**config.mk**
```make
export PLATFORM = sky130hd
export DESIGN_NAME = vga_tile_renderer
export DESIGN_NICKNAME = d
export VERILOG_FILES = /design/src/rtl/vga_pkg.sv /design/src/rtl/tile_pos_counter.sv /design/src/rtl/vga_tile_renderer.sv
export SDC_FILE = /design/constraint.sdc
export NUM_CORES = 1
export LEC_CHECK = 0
export ABC_CLOCK_PERIOD_IN_PS = 7570
export BUFFER_PORTS_ARGS = -buffer_cell sky130_fd_sc_hd__buf_2
export CAP_MARGIN = 0
export CORE_ASPECT_RATIO = 1.4
export CORE_UTILIZATION = 60
export CTS_CLUSTER_DIAMETER = 100
export DETAILED_ROUTE_END_ITERATION = 8
export PLACE_DENSITY_LB_ADDON = 0.1
export SKIP_CTS_REPAIR_TIMING = 1
export SLEW_MARGIN = 15
export SYNTH_ARGS = -nofsm -noshare
export SYNTH_HDL_FRONTEND = slang
export SYNTH_SLANG_ARGS = --single-unit
```
**constraint.sdc**
```tcl
create_clock -name clk -period 7.57 [get_ports clk]
set_clock_uncertainty 0.2 [all_clocks]
set_input_delay 1.514 -clock clk [delete_from_list [all_inputs] [get_ports clk]]
set_output_delay 1.514 -clock clk [all_outputs]
set_load 0.01 [all_outputs]
```
**src/rtl/vga_pkg.sv**
```systemverilog
// Shared types, defaults and the fixed tile palette for the VGA tile renderer.
package vga_pkg;

  localparam int H_ACTIVE_DEF = 640;
  localparam int V_ACTIVE_DEF = 480;

  typedef enum logic [3:0] {
    BLACK   = 4'd0,
    WHITE   = 4'd1,
    COLGRAD = 4'd2,
    ROWGRAD = 4'd3,
    GREEN   = 4'd4,
    RED     = 4'd5,
    BLUE    = 4'd6,
    YELLOW  = 4'd7
  } tile_code_t;

  // Per-pixel context carried down the pipeline until the decode stage.
  typedef struct packed {
    logic [2:0] col_lo;
    logic [2:0] row_lo;
    logic       active;
    logic       synced;
    logic       px0;
    logic       ln0;
    logic       hs;
    logic       vs;
    logic       last;
  } pix_t;

  // Returns one enable bit per channel {R,G,B}; the caller widens to RGB_W.
  function automatic logic [2:0] palette(input logic [31:0] code,
                                         input logic [2:0]  col_lo,
                                         input logic [2:0]  row_lo);
    case (code)
      32'(BLACK):   palette = 3'b000;
      32'(WHITE):   palette = 3'b111;
      32'(COLGRAD): palette = col_lo;
      32'(ROWGRAD): palette = row_lo;
      32'(GREEN):   palette = 3'b010;
      32'(RED):     palette = 3'b100;
      32'(BLUE):    palette = 3'b001;
      32'(YELLOW):  palette = 3'b110;
      default:      palette = 3'b000;
    endcase
  endfunction

endpackage

```
**src/rtl/tile_pos_counter.sv**
```systemverilog
// Position-within-tile and tile-index counter; outputs the updated value for the current cycle.
module tile_pos_counter #(
  parameter int TILE  = 20,
  parameter int IDX_W = 10,
  localparam int POS_W = (TILE > 1) ? $clog2(TILE) : 1
) (
  input  logic             clk,
  input  logic             reset,
  input  logic             clear,
  input  logic             step,
  output logic [POS_W-1:0] pos,
  output logic [IDX_W-1:0] idx
);

  logic [POS_W-1:0] pos_q, pos_d;
  logic [IDX_W-1:0] idx_q, idx_d;

  // Clear has priority; a step wraps the in-tile position and bumps the tile index.
  always_comb begin
    pos_d = pos_q;
    idx_d = idx_q;
    if (clear) begin
      pos_d = '0;
      idx_d = '0;
    end else if (step) begin
      if (pos_q == POS_W'(TILE - 1)) begin
        pos_d = '0;
        idx_d = idx_q + IDX_W'(1);
      end else begin
        pos_d = pos_q + POS_W'(1);
      end
    end else begin
      pos_d = pos_q;
    end
  end

  // Counter state register.
  always_ff @(posedge clk) begin
    if (reset) begin
      pos_q <= '0;
      idx_q <= '0;
    end else begin
      pos_q <= pos_d;
      idx_q <= idx_d;
    end
  end

  assign pos = pos_d;
  assign idx = idx_d;

endmodule

```
**src/rtl/vga_tile_renderer.sv**
```systemverilog
// Tile-based VGA pixel renderer: tracks tile coordinates, fetches one code per tile,
// decodes through a fixed palette and delays syncs to match the pixel latency MEM_LAT+2.
module vga_tile_renderer
  import vga_pkg::*;
#(
  parameter int H_ACTIVE = H_ACTIVE_DEF,
  parameter int V_ACTIVE = V_ACTIVE_DEF,
  parameter int TILE_W   = 20,
  parameter int TILE_H   = 20,
  parameter int CODE_W   = 4,
  parameter int RGB_W    = 1,
  parameter int MEM_LAT  = 1,
  parameter int ADDR_W   = 10
) (
  input  logic              clk,
  input  logic              reset,
  input  logic [9:0]        col,
  input  logic [9:0]        row,
  input  logic              active,
  input  logic              hsync_in,
  input  logic              vsync_in,
  input  logic              grid_en,
  output logic              mem_re,
  output logic [ADDR_W-1:0] mem_addr,
  input  logic [CODE_W-1:0] mem_data,
  output logic [RGB_W-1:0]  R,
  output logic [RGB_W-1:0]  G,
  output logic [RGB_W-1:0]  B,
  output logic              hsync_out,
  output logic              vsync_out,
  output logic              frame_done
);

  localparam int D       = MEM_LAT + 1;          // pixel stages ahead of the output register
  localparam int TILES_X = H_ACTIVE / TILE_W;
  localparam int PX_W    = (TILE_W > 1) ? $clog2(TILE_W) : 1;
  localparam int LN_W    = (TILE_H > 1) ? $clog2(TILE_H) : 1;

  logic [PX_W-1:0]   px_s;
  logic [LN_W-1:0]   ln_s;
  logic [ADDR_W-1:0] tile_x_s, tile_y_s;
  logic              col_zero_s, origin_s, ln_step_s;

  logic              line_act_q, line_act_d;
  logic              synced_q, synced_d;
  logic              mem_re_q, mem_re_d;
  logic [ADDR_W-1:0] mem_addr_q, mem_addr_d;
  logic [MEM_LAT-1:0] stb_q, stb_d;
  logic [CODE_W-1:0] code_q, code_d;
  pix_t              cur_s, out_s;
  pix_t              pipe_q [D];
  pix_t              pipe_d [D];
  logic [2:0]        rgb_s;
  logic [RGB_W-1:0]  r_q, r_d, g_q, g_d, b_q, b_d;
  logic              hs_q, hs_d, vs_q, vs_d, fd_q, fd_d;

  assign col_zero_s = (col == 10'd0);
  assign origin_s   = col_zero_s && (row == 10'd0);
  assign ln_step_s  = col_zero_s && (row != 10'd0) && line_act_q;

  tile_pos_counter #(.TILE(TILE_W), .IDX_W(ADDR_W)) u_x_cnt (
    .clk(clk), .reset(reset), .clear(col_zero_s), .step(active),
    .pos(px_s), .idx(tile_x_s)
  );

  tile_pos_counter #(.TILE(TILE_H), .IDX_W(ADDR_W)) u_y_cnt (
    .clk(clk), .reset(reset), .clear(origin_s), .step(ln_step_s),
    .pos(ln_s), .idx(tile_y_s)
  );

  // Front end: line activity, frame sync, fetch request and the per-pixel context.
  always_comb begin
    if (col_zero_s) begin
      line_act_d = active;
    end else begin
      line_act_d = line_act_q | active;
    end
    synced_d     = synced_q | origin_s;
    mem_re_d     = active && (px_s == PX_W'(0)) && synced_d;
    mem_addr_d   = ADDR_W'(32'(tile_y_s) * 32'(TILES_X) + 32'(tile_x_s));
    cur_s.col_lo = col[2:0];
    cur_s.row_lo = row[2:0];
    cur_s.active = active;
    cur_s.synced = synced_d;
    cur_s.px0    = (px_s == PX_W'(0));
    cur_s.ln0    = (ln_s == LN_W'(0));
    cur_s.hs     = hsync_in;
    cur_s.vs     = vsync_in;
    cur_s.last   = active && (col == 10'(H_ACTIVE - 1)) && (row == 10'(V_ACTIVE - 1));
  end

  // Delay lines: pixel context D deep, capture strobe MEM_LAT deep behind mem_re.
  always_comb begin
    pipe_d[0] = cur_s;
    for (int i = 1; i < D; i++) begin
      pipe_d[i] = pipe_q[i-1];
    end
    stb_d[0] = mem_re_q;
    for (int i = 1; i < MEM_LAT; i++) begin
      stb_d[i] = stb_q[i-1];
    end
  end

  // Decode stage: the strobe cycle uses mem_data directly so a tile's first pixel is on time.
  always_comb begin
    out_s = pipe_q[D-1];
    if (stb_q[MEM_LAT-1]) begin
      code_d = mem_data;
    end else begin
      code_d = code_q;
    end
    if (!out_s.active || !out_s.synced) begin
      rgb_s = 3'b000;
    end else if (grid_en && (out_s.px0 || out_s.ln0)) begin
      rgb_s = 3'b111;
    end else begin
      rgb_s = palette(32'(code_d), out_s.col_lo, out_s.row_lo);
    end
    r_d  = {RGB_W{rgb_s[2]}};
    g_d  = {RGB_W{rgb_s[1]}};
    b_d  = {RGB_W{rgb_s[0]}};
    hs_d = out_s.hs;
    vs_d = out_s.vs;
    fd_d = out_s.last;
  end

  // All pipeline and output registers.
  always_ff @(posedge clk) begin
    if (reset) begin
      line_act_q <= 1'b0;
      synced_q   <= 1'b0;
      mem_re_q   <= 1'b0;
      mem_addr_q <= '0;
      stb_q      <= '0;
      code_q     <= '0;
      for (int i = 0; i < D; i++) begin
        pipe_q[i] <= '0;
      end
      r_q  <= '0;
      g_q  <= '0;
      b_q  <= '0;
      hs_q <= 1'b0;
      vs_q <= 1'b0;
      fd_q <= 1'b0;
    end else begin
      line_act_q <= line_act_d;
      synced_q   <= synced_d;
      mem_re_q   <= mem_re_d;
      mem_addr_q <= mem_addr_d;
      stb_q      <= stb_d;
      code_q     <= code_d;
      for (int i = 0; i < D; i++) begin
        pipe_q[i] <= pipe_d[i];
      end
      r_q  <= r_d;
      g_q  <= g_d;
      b_q  <= b_d;
      hs_q <= hs_d;
      vs_q <= vs_d;
      fd_q <= fd_d;
    end
  end

  assign mem_re     = mem_re_q;
  assign mem_addr   = mem_addr_q;
  assign R          = r_q;
  assign G          = g_q;
  assign B          = b_q;
  assign hsync_out  = hs_q;
  assign vsync_out  = vs_q;
  assign frame_done = fd_q;

endmodule

```
; ---- After elaboration in Yosys (flattened, before gate mapping)
; Memories as Yosys holds them, arrays and structs flattened.
; Cells that the tools add are included.
[op_classes]
eq_ne = 11
mux = 21
add_sub_neg = 5
n_reduce_logical = 18
bitwise_logic = 4
[ops]
columns = op, n
row1 = two-way mux 10 bit, 6
row2 = two-way mux 5 bit, 6
row3 = two-way mux 13 bit, 2
row4 = one-hot mux 3 bit (7 select lines), 1
row5 = adder 10 x 1 -> 10 bit (second input constant), 2
row6 = logical NOT 10 bit, 2
row7 = == test 4 x 3 -> 1 bit (second input constant), 4
row8 = adder 10 bit, 1
row9 = adder 5 x 1 -> 5 bit (second input constant), 2
row10 = == test 10 bit (second input constant), 1
row11 = == test 10 x 9 -> 1 bit (second input constant), 1
row12 = == test 5 bit (second input constant), 2
row13 = logical NOT 5 bit, 2
row14 = nonzero test 10 bit, 1
row15 = == test 4 x 2 -> 1 bit (second input constant), 2
row16 = logical AND 1 bit, 8
row17 = == test 4 x 1 -> 1 bit (second input constant), 1
row18 = two-way mux 1 bit, 4
row19 = two-way mux 4 bit, 1
row20 = bitwise OR 1 bit, 4
row21 = two-way mux 3 bit, 1
row22 = logical NOT 1 bit, 2
row23 = logical OR 1 bit, 2
row24 = OR reduction 2 bit, 1
[word_totals]
ramBits = 26
reg_bits = 54
elab_cells = 76
n_memories = 1
[mem_list]
columns = memory, depth, word_bits, read_ports, rd_ports_with_merged_regs, wr, line_no
row1 = pipe_q, 2, 13, 2, 0, 2, vga_tile_renderer.sv:51  ; pix_t pipe_q [D];

; ---- Longest topological paths before layout
; Gate-level depths: netlist of the first run.
[depth]
ltp_word = 7
mapped_depth = 14
ltp_nobuf = 14

; ---- Cells and area by module
; A second synthesis of the first run with hierarchy kept.
[hier_totals]
hier_cells = 405
area_unflattened_um2 = 3898.7
[modules_own_cells]
columns = mod, cells_per_inst, instances, area_per_inst_um2
row1 = vga_tile_renderer, 167, 1, 1801.7
row2 = tile_pos_counter (u_y_cnt), 120, 1, 1058.5
row3 = tile_pos_counter (u_x_cnt), 118, 1, 1038.5

; ---- Worst setup path before layout of the first run
; OpenSTA, ideal clock, no wires.
[synth_path]
path_type = input to register
start = input active
end = register mem_addr_q[9] (netlist: mem_addr[9])
slack_ns = 3.279
arrival_ns = 3.970
path_stages = 12
setup_time_ns = 0.121
cell_sequence = clkbuf_1 > nand2_1 > or3_2 > nor2_1 > xor2_1 > nand2_1 > fa_1 > inv_1 > a21o_1 > a21oi_1 > xnor2_1 > mux2_4
[synth_via]
elab_chain_len = 3
[synth_rtl]
columns = element, line_no
row1 = "start, declared", vga_tile_renderer.sv:19  ; input logic active,
row2 = two-way mux 10 bit, tile_pos_counter.sv:25  ; end else if (step) begin
row3 = two-way mux 10 bit, tile_pos_counter.sv:22  ; if (clear) begin
row4 = adder 10 bit, vga_tile_renderer.sv:80  ; mem_addr_d = ADDR_W'(32'(tile_y_s) * 32'(TILES_X) + 32'(tile_x_s));
row5 = "end signal, assigned", vga_tile_renderer.sv:149  ; mem_addr_q <= mem_addr_d;
row6 = "end, declared", vga_tile_renderer.sv:47  ; logic [ADDR_W-1:0] mem_addr_q, mem_addr_d;
; No other way between the ends.
; A chain may end at the register's enable or synchronous reset.

; ---- Worst setup path in the final report of the first run
[layout_path]
start = input col[5]
end = register mem_addr_q[9] (netlist: mem_addr[9])
[layout_via]
elab_chain_len = 6
word_cells_on_any_way = 8
[layout_rtl]
columns = element, line_no
row1 = "start, declared", vga_tile_renderer.sv:17  ; input logic [9:0] col,
row2 = logical NOT 10 bit *, vga_tile_renderer.sv:57  ; assign col_zero_s = (col == 10'd0);
row3 = logical AND 1 bit (2 in series), vga_tile_renderer.sv:59  ; assign ln_step_s = col_zero_s && (row != 10'd0) && line_act_q;
row4 = two-way mux 10 bit, tile_pos_counter.sv:25
row5 = two-way mux 10 bit *, tile_pos_counter.sv:22
row6 = via tile_y_s[0], vga_tile_renderer.sv:41  ; logic [ADDR_W-1:0] tile_x_s, tile_y_s;
row7 = adder 10 bit *, vga_tile_renderer.sv:80
; Mark *: on every way through the listed nets, which the timed path passes. The rest lies on a longest branch.

==> summary.txt, run 1 <==
Route
  • Residual DRC: 0
  • Drt wl/cell: 13.1 um
  • DR vias/cell: 5.38
  • Via count: 2,366
  • Initial DRT Pass Iterations: 4
  • DRT Wirelength: 5740 um
  • Post-route ant nets: 0
  • Iteration-0 DRC Markers: 138

Clock tree
  • Clock Tree Buf Depth: 2
  • Clock buffer count from CTS: 9
  • Root Driver: clkbuf_8
  • Worst skew pair latency: 350 ps
  • CTS tree: built
  • CTS sink cnt: 69
  • CTS H-Tree Depth: 3
  • Worst-path clk slew: 70 ps

Timing
  • Fin Setup TNS: 0 ps
  • Unrepaired setup endpoints after global routing: false
  • Setup violations, final: 0
  • Worst Tran Pin Value: 889 ps
  • Fin. max-slew vios: 0
  • Fmax: 0.233 GHz
  • Fin crit period: 4280 ps
  • Slew HR: 40.8%
  • Fin. Hold Viols: 0
  • Final critical-path share of the clock period: 56.6%

Worst setup path
  • Most used cell, CP: inv_1
  • Worst reg2reg path startpoint: u_x_cnt.pos_q[0]$_SDFF_PP0_
  • Worst setup EP type: flip-flop
  • Crit path max fanout: 17
  • Worst path bufs/invs: 3
  • Crit-path cells: buf_2 -> nor4_1 -> and4_2 -> o21ai_0 -> mux2_2 -> ha_1 -> inv_1 -> fa_1 -> inv_1 -> a21o_1 -> a21oi_1 -> xnor2_1 -> mux2_4
  • CP max stage delay: 500 ps
  • CP Launch Type: input pin
  • Critical Path RT: 7610 ps
  • Worst setup path class: in -> reg
  • CP max stage cell: and4_2
  • WP data arrival: 4330 ps
  • Setup crit start: col[5]
  • Delay-heaviest family, CP: simple AND/OR/NAND/NOR gates

Synthesis
  • Top-count cell post-synth: dfxtp_1
  • Synth top cells by count: dfxtp_1 (69), nor2_1 (40), nor2b_1 (35)
  • Syn nets: 376
  • Seq/Total Area, Yosys: 45.7%
  • Top-area cell type share of the netlist area: 45.7%
  • Yosys warns: 0
  • Largest cells by area after synthesis: dfxtp_1 (46%), nor2b_1 (7.2%), nor2_1 (5.0%)
  • Synth Flop Type: dfxtp_1
  • Ys async rst share: 0%
  • Synthesized area: 0.00302 sq mm
  • Yosys reg bits: 69
  • Post-synth top area cell: dfxtp_1
  • Post-synth EDFFs: 0
  • Synth cell types: 50
  • Syn Inst Count: 337
  • Syn_area_per_cell: 8.97 sq um

Floorplan
  • Die Ht: 86.0 um
  • Num rows: 30
  • Die Footprint: 0.00533 sq mm
  • I/O pin count: 47
  • Chip width: 62.0 um
  • Core area: 0.00484 sq mm
  • Starting Density: 62.4%

Power
  • Logic pwr share: 5.1%
  • Psw: 0.000159 W
  • Power consumption: 0.000663 W
  • Maximum VDD drop: 0.000108 V
  • Sequential power share: 56.9%
  • Leak Pwr: 1.42 nW
  • Pwr dens: 196 mW/mm^2
  • Clock Power Share: 38.0%
  • Int Power: 0.000504 W
  • Sw frac: 24.0%

Final layout
  • Antenna cells: 0
  • Final instance area: 0.00338 sq mm
  • Register area: 0.00138 sq mm
  • Layout area overhead: 11.8%
  • Nets: 411
  • Area of the multi-input gates: 0.00149 sq mm
  • Fillers: 381
  • Share of layout cells above drive strength 1: 19.4%

Placement
  • I/O Buffers: 46
  • Gpl congestion: 0.836
  • Hpwl dp: 4150 um
  • Placed instance area: 0.00321 sq mm

GRT
  • GR Overflow Total: 0
  • Vias in the first global route: 2,174
  • Initial antenna violation count: 0
  • Total GRT Usage: 23.6%
  • First-pass GRT wire length: 9240 um
  • Largest net degree at the start of global routing: 56

Min path
  • Worst hold start: pipe_q[0][15]$_SDFF_PP0_
  • Hold crit path type: reg -> reg

Status
  • Status: finished clean

Flow run
  • MaxCap Viol Count: 0
## sequential cells by signal (all words and copies together), names as in the netlist, 4 cells and up
register,flops
u_x_cnt.idx_q,5
u_y_cnt.idx_q,5
u_x_cnt.pos_q,5
mem_addr,10
code_q,4
u_y_cnt.pos_q,5
pipe_q,26
## final timing paths
kind | end | slack [ps] | cells after the start
worst min-delay path | hsync_out$_SDFF_PP0_ | 240 | 1
worst max-delay path | mem_addr[9]$_SDFF_PP0_ | 3290 | 13
worst max register to register | mem_addr[9]$_SDFF_PP0_ | 4280 | 12
worst min register to register | hsync_out$_SDFF_PP0_ | 240 | 1
## power by group through the flow
stage	combinational (W)	clock, W	sequential (W)
global route	0.0000385	0.000273	0.000378
detailed placement	0.0000341	0	0.000385
CTS	0.0000343	0.000260	0.000377
finish	0.0000341	0.000252	0.000377
floorplan	0.0000233	0	0.000382
global placement	0.0000333	0	0.000385
## worst register-to-register path, cell delays in order, from the launching register on
cell     delay [ps]
dfxtp_1         400
ha_1            260
nand2_1         130
or3_2           530
nor2_1          140
xor2_1          150
nand2_1         130
fa_1            490
inv_1            70
a21o_1          100
a21oi_1          70
xnor2_1         200
mux2_4          310
## through the flow
stage / setup slack, ps / hold slack (ps) / util [%] / cells
after floorplan: 3280 / 214 / - / 337
after global placement: 3050 / 217 / 66.3 / 425
after detailed placement: 2960 / 226 / 66.3 / 425
after CTS: 3330 / 244 / 69.7 / 440
after global routing: 3090 / 259 / 69.7 / 440
final: 3290 / 239 / 69.7 / 440
## cells in the final DEF, fill, tap and decap left out, drive strengths merged, types with 4 or more instances in the layout
master,netlist,routed
nor4,5,5
inv,8,8
nand3,12,12
nor2b,35,35
clkbuf,14,9
ha,8,8
nor3,4,4
nand4,11,11
nand2,18,18
and3,4,4
mux2i,6,6
buf,8,46
nand2b,4,4
xor2,9,9
nor2,41,41
o21ai,14,14
a21o,4,4
xnor2,8,8
a21oi,23,23
dfxtp,69,69
## cells by family after synthesis
group / count (synthesis) / share of synthesized area (%)
XOR/XNOR: 17 / 4.93
flip-flops: 69 / 45.7
AND/OR/NAND/NOR: 149 / 26.8
AO/OA/AOI/OAI: 54 / 10.4
adder cells (fa/ha/maj): 9 / 3.98
multiplexers: 9 / 3.23
buffers and inverters: 30 / 4.97
## final cells by class
type	instances	share of cell area, %
Tap cell	64	2.37
Timing Repair Buffer	46	6.82
Clock buffer	9	3.67
Multi-Input combinational cell	238	44.1
Inverter	8	0.889
Sequential cell	69	40.9
Clock inverter	6	1.22
## routing by layer
layer  vias up  track usage [%]  wire length (um)
li1       1212                -                 -
met1      1090             25.8              2440
met2        52             39.8              2960
met3        12             5.28               202
met4         0             13.7               140
met5         -                0                 0
No activity file was read; power rests on OpenSTA's default activity.
==> run 2: changes to the inputs <==
--- a/config.mk
+++ b/config.mk
@@ -5,11 +5,11 @@
 export SDC_FILE = /design/constraint.sdc
 export NUM_CORES = 1
 export LEC_CHECK = 0
-export ABC_CLOCK_PERIOD_IN_PS = 7570
+export ABC_CLOCK_PERIOD_IN_PS = 3500
 export BUFFER_PORTS_ARGS = -buffer_cell sky130_fd_sc_hd__buf_2
 export CAP_MARGIN = 0
 export CORE_ASPECT_RATIO = 1.4
-export CORE_UTILIZATION = 60
+export CORE_UTILIZATION = 50
 export CTS_CLUSTER_DIAMETER = 100
 export DETAILED_ROUTE_END_ITERATION = 8
 export PLACE_DENSITY_LB_ADDON = 0.1
==> constraint.sdc (replaced) <==
create_clock -name clk -period 3.5 [get_ports clk]
set_clock_uncertainty 0.2 [all_clocks]
set_input_delay 0.7 -clock clk [delete_from_list [all_inputs] [get_ports clk]]
set_output_delay 0.7 -clock clk [all_outputs]
set_load 0.01 [all_outputs]
==> run 2 against run 1 <==
Effect of this change:
- worst hold slack better by 1.8 ps
- count of clock-buffer cells in the layout stayed put
- setup slack got worse by 3100 ps
- utilization is 9.8 points lower
- register-to-register slack worse by 4100 ps
- critical path type is now reg -> reg
- largest power group unchanged
==> summary.txt, run 2 (synthesized netlist as in run 1, its figures left out) <==
Timing
  • Final critical-path share of the clock period: 93.8%
  • Fin crit period: 3280 ps
  • Setup violations, final: 0 (unchanged)
  • Slew HR: 57.5% (+17 points)
  • Fin. max-slew vios: 0 (unchanged)
  • Fin. Hold Viols: 0 (unchanged)
  • Fmax: 0.304 GHz
  • Worst Tran Pin Value: 620 ps (-269 ps)
  • Fin Setup TNS: 0 ps (unchanged)
  • Unrepaired setup endpoints after global routing: false

Clock tree
  • CTS tree: built
  • Clock buffer count from CTS: 9 (unchanged)
  • Clock Tree Buf Depth: 2 (unchanged)
  • CTS H-Tree Depth: 3 (unchanged)
  • Root Driver: clkbuf_8
  • Worst skew pair latency: 340 ps (about the same)
  • CTS sink cnt: 69 (unchanged)
  • Worst-path clk slew: 80 ps (about the same)

Final layout
  • Share of layout cells above drive strength 1: 22.3% (+2.9 points)
  • Most common cell after layout, fill and taps aside: dfxtp_1
  • Max reg flops: 26 (unchanged)
  • Layout area overhead: 16.4%
  • Final instance area: 0.00352 sq mm (+4.1%)
  • Reg with most FFs: pipe_q
  • Register area: 0.00138 sq mm (unchanged)
  • Area of the multi-input gates: 0.00149 sq mm (unchanged)
  • Fin cells: 460 (+4.5%)
  • Antenna cells: 0 (unchanged)
  • Final core occ: 60.0% (-9.8 points)
  • Fillers: 544 (+43%)
  • Most frequent cells in the layout: dfxtp_1 (69), buf_2 (46), nor2_1 (40)
  • Nets: 424 (+3.2%)

Worst setup path
  • R2R depth: 12 (unchanged)
  • CP endpoint: mem_addr[9]$_SDFF_PP0_
  • R2R setup slack: 220 ps (-4060 ps)
  • Worst R2R End: mem_addr[9]$_SDFF_PP0_
  • Worst setup path class: reg -> reg
  • Critical Path RT: 3530 ps (-4080 ps)
  • WP data arrival: 3320 ps (-1010 ps)
  • Crit path max fanout: 5 (-12)
  • Setup crit start: u_x_cnt.pos_q[0]$_SDFF_PP0_
  • CP Launch Type: flip-flop
  • Worst setup EP type: flip-flop
  • Worst reg2reg path startpoint: u_x_cnt.pos_q[0]$_SDFF_PP0_

Min path
  • Hold crit path type: reg -> reg

Floorplan
  • Die Footprint: 0.00636 sq mm (+19%)
  • I/O pin count: 47 (unchanged)
  • Chip width: 67.7 um (+9.2%)
  • Num rows: 33 (+10%)
  • Starting Density: 51.5% (-11 points)
  • Die Ht: 94.0 um (+9.3%)
  • Core area: 0.00586 sq mm (+21%)

Route
  • Residual DRC: 0 (unchanged)
  • Post-route ant nets: 0 (unchanged)
  • Iteration-0 DRC Markers: 78 (-43%)
  • Via count: 2,410 (+1.9%)
  • Initial DRT Pass Iterations: 4 (unchanged)
  • DRT Wirelength: 6010 um (+4.7%)
  • DR vias/cell: 5.24 (-2.6%)
  • Drt wl/cell: 13.1 um (+0.17%)

Power
  • Sw frac: 23.3% (-0.67 points)
  • Pwr dens: 435 mW/mm^2 (+120%)
  • Logic pwr share: 5.2% (about the same)
  • Clock Power Share: 41.7% (+3.7 points)
  • Sequential power share: 53.1% (-3.8 points)
  • Leak Pwr: 1.50 nW (+5.5%)
  • Int Power: 0.00117 W (+130%)
  • Maximum VDD drop: 0.000300 V (+180%)
  • Psw: 0.000357 W (+120%)

GRT
  • Initial antenna violation count: 0 (unchanged)
  • Largest net degree at the start of global routing: 36 (-36%)
  • First-pass GRT wire length: 9880 um (+6.9%)
  • GR Overflow Total: 0 (unchanged)
  • Total GRT Usage: 20.9% (-2.7 points)
  • Vias in the first global route: 2,266 (+4.2%)

Placement
  • I/O Buffers: 46 (unchanged)
  • Dpl cells: 444 (+4.5%)
  • Placed instance area: 0.00332 sq mm (+3.3%)
  • Gpl congestion: 0.901 (+7.9%)
  • Hpwl dp: 4420 um (+6.5%)

Flow run
  • MaxCap Viol Count: 0 (unchanged)

Status
  • Status: finished clean
## run 2: changes by cell type in the layout (fill, tap and decap cells not counted)
cell and delta:
buf_4 +13, bufinv_16 +1, clkinv_2 -1, inv_6 +1
## run 2: critical path, stage by stage, from the launching register on
cell	delay, ps
dfxtp_1	410
ha_1	260
nand2_1	130
or3_2	530
nor2_1	150
xor2_1	160
nand2_1	130
fa_1	460
inv_1	70
a21o_1	100
a21oi_1	70
xnor2_1	190
mux2_4	310
## run 2: worst min-delay path by stage
| stage | startpoint | end | cells after the start |
|---|---|---|---|
| after floorplan | pipe_q[0][13]$_SDFF_PP0_ | frame_done$_SDFF_PP0_ | 1 |
| after global placement | pipe_q[0][1]$_SDFF_PP0_ | pipe_q[0][14]$_SDFF_PP0_ | 1 |
| after detailed placement | pipe_q[0][14]$_SDFF_PP0_ | vsync_out$_SDFF_PP0_ | 1 |
| after CTS | pipe_q[0][12]$_SDFF_PP0_ | pipe_q[0][25]$_SDFF_PP0_ | 1 |
| after global routing | pipe_q[0][12]$_SDFF_PP0_ | pipe_q[0][25]$_SDFF_PP0_ | 1 |
| final | pipe_q[0][14]$_SDFF_PP0_ | vsync_out$_SDFF_PP0_ | 1 |
## run 2: final cells by class
cell class / count / area share (%)
Tap cell: 70 / 2.49
Timing Repair Buffer: 59 / 9.32
Sequential cell: 69 / 39.3
Clock buffer: 9 / 3.52
Multi-Input combinational cell: 238 / 42.4
Inverter: 8 / 0.854
Clock inverter: 7 / 2.14
## run 2: routing by layer
| layer | global-route usage, % | up-vias | wire (um) |
|---|---|---|---|
| met4 | 11.0 | 0 | 98 |
| met3 | 3.40 | 9 | 206 |
| met1 | 22.9 | 1106 | 2560 |
| li1 | - | 1248 | - |
| met2 | 37.0 | 47 | 3150 |
| met5 | 0 | - | 0 |
## run 2: per-stage QoR
stage | hold slack (ps) | total power (W) | worst slack, ps
6_report | 240 | 0.00153 | 216
5_1_grt | 262 | 0.00160 | 34.8
4_1_cts | 246 | 0.00155 | 193
3_5_place_dp | 227 | 0.000911 | -111
3_3_place_gp | 216 | 0.000909 | 7.07
2_1_floorplan | 214 | 0.000877 | 22.7
## run 2: power by group through the flow
stage                      logic, W  registers [W]  clock network (W)
final                     0.0000797       0.000812           0.000637
after global routing      0.0000911       0.000814           0.000692
after CTS                 0.0000807       0.000812           0.000660
after detailed placement  0.0000803       0.000831                  0
after global placement    0.0000794       0.000830                  0
after floorplan           0.0000504       0.000827                  0
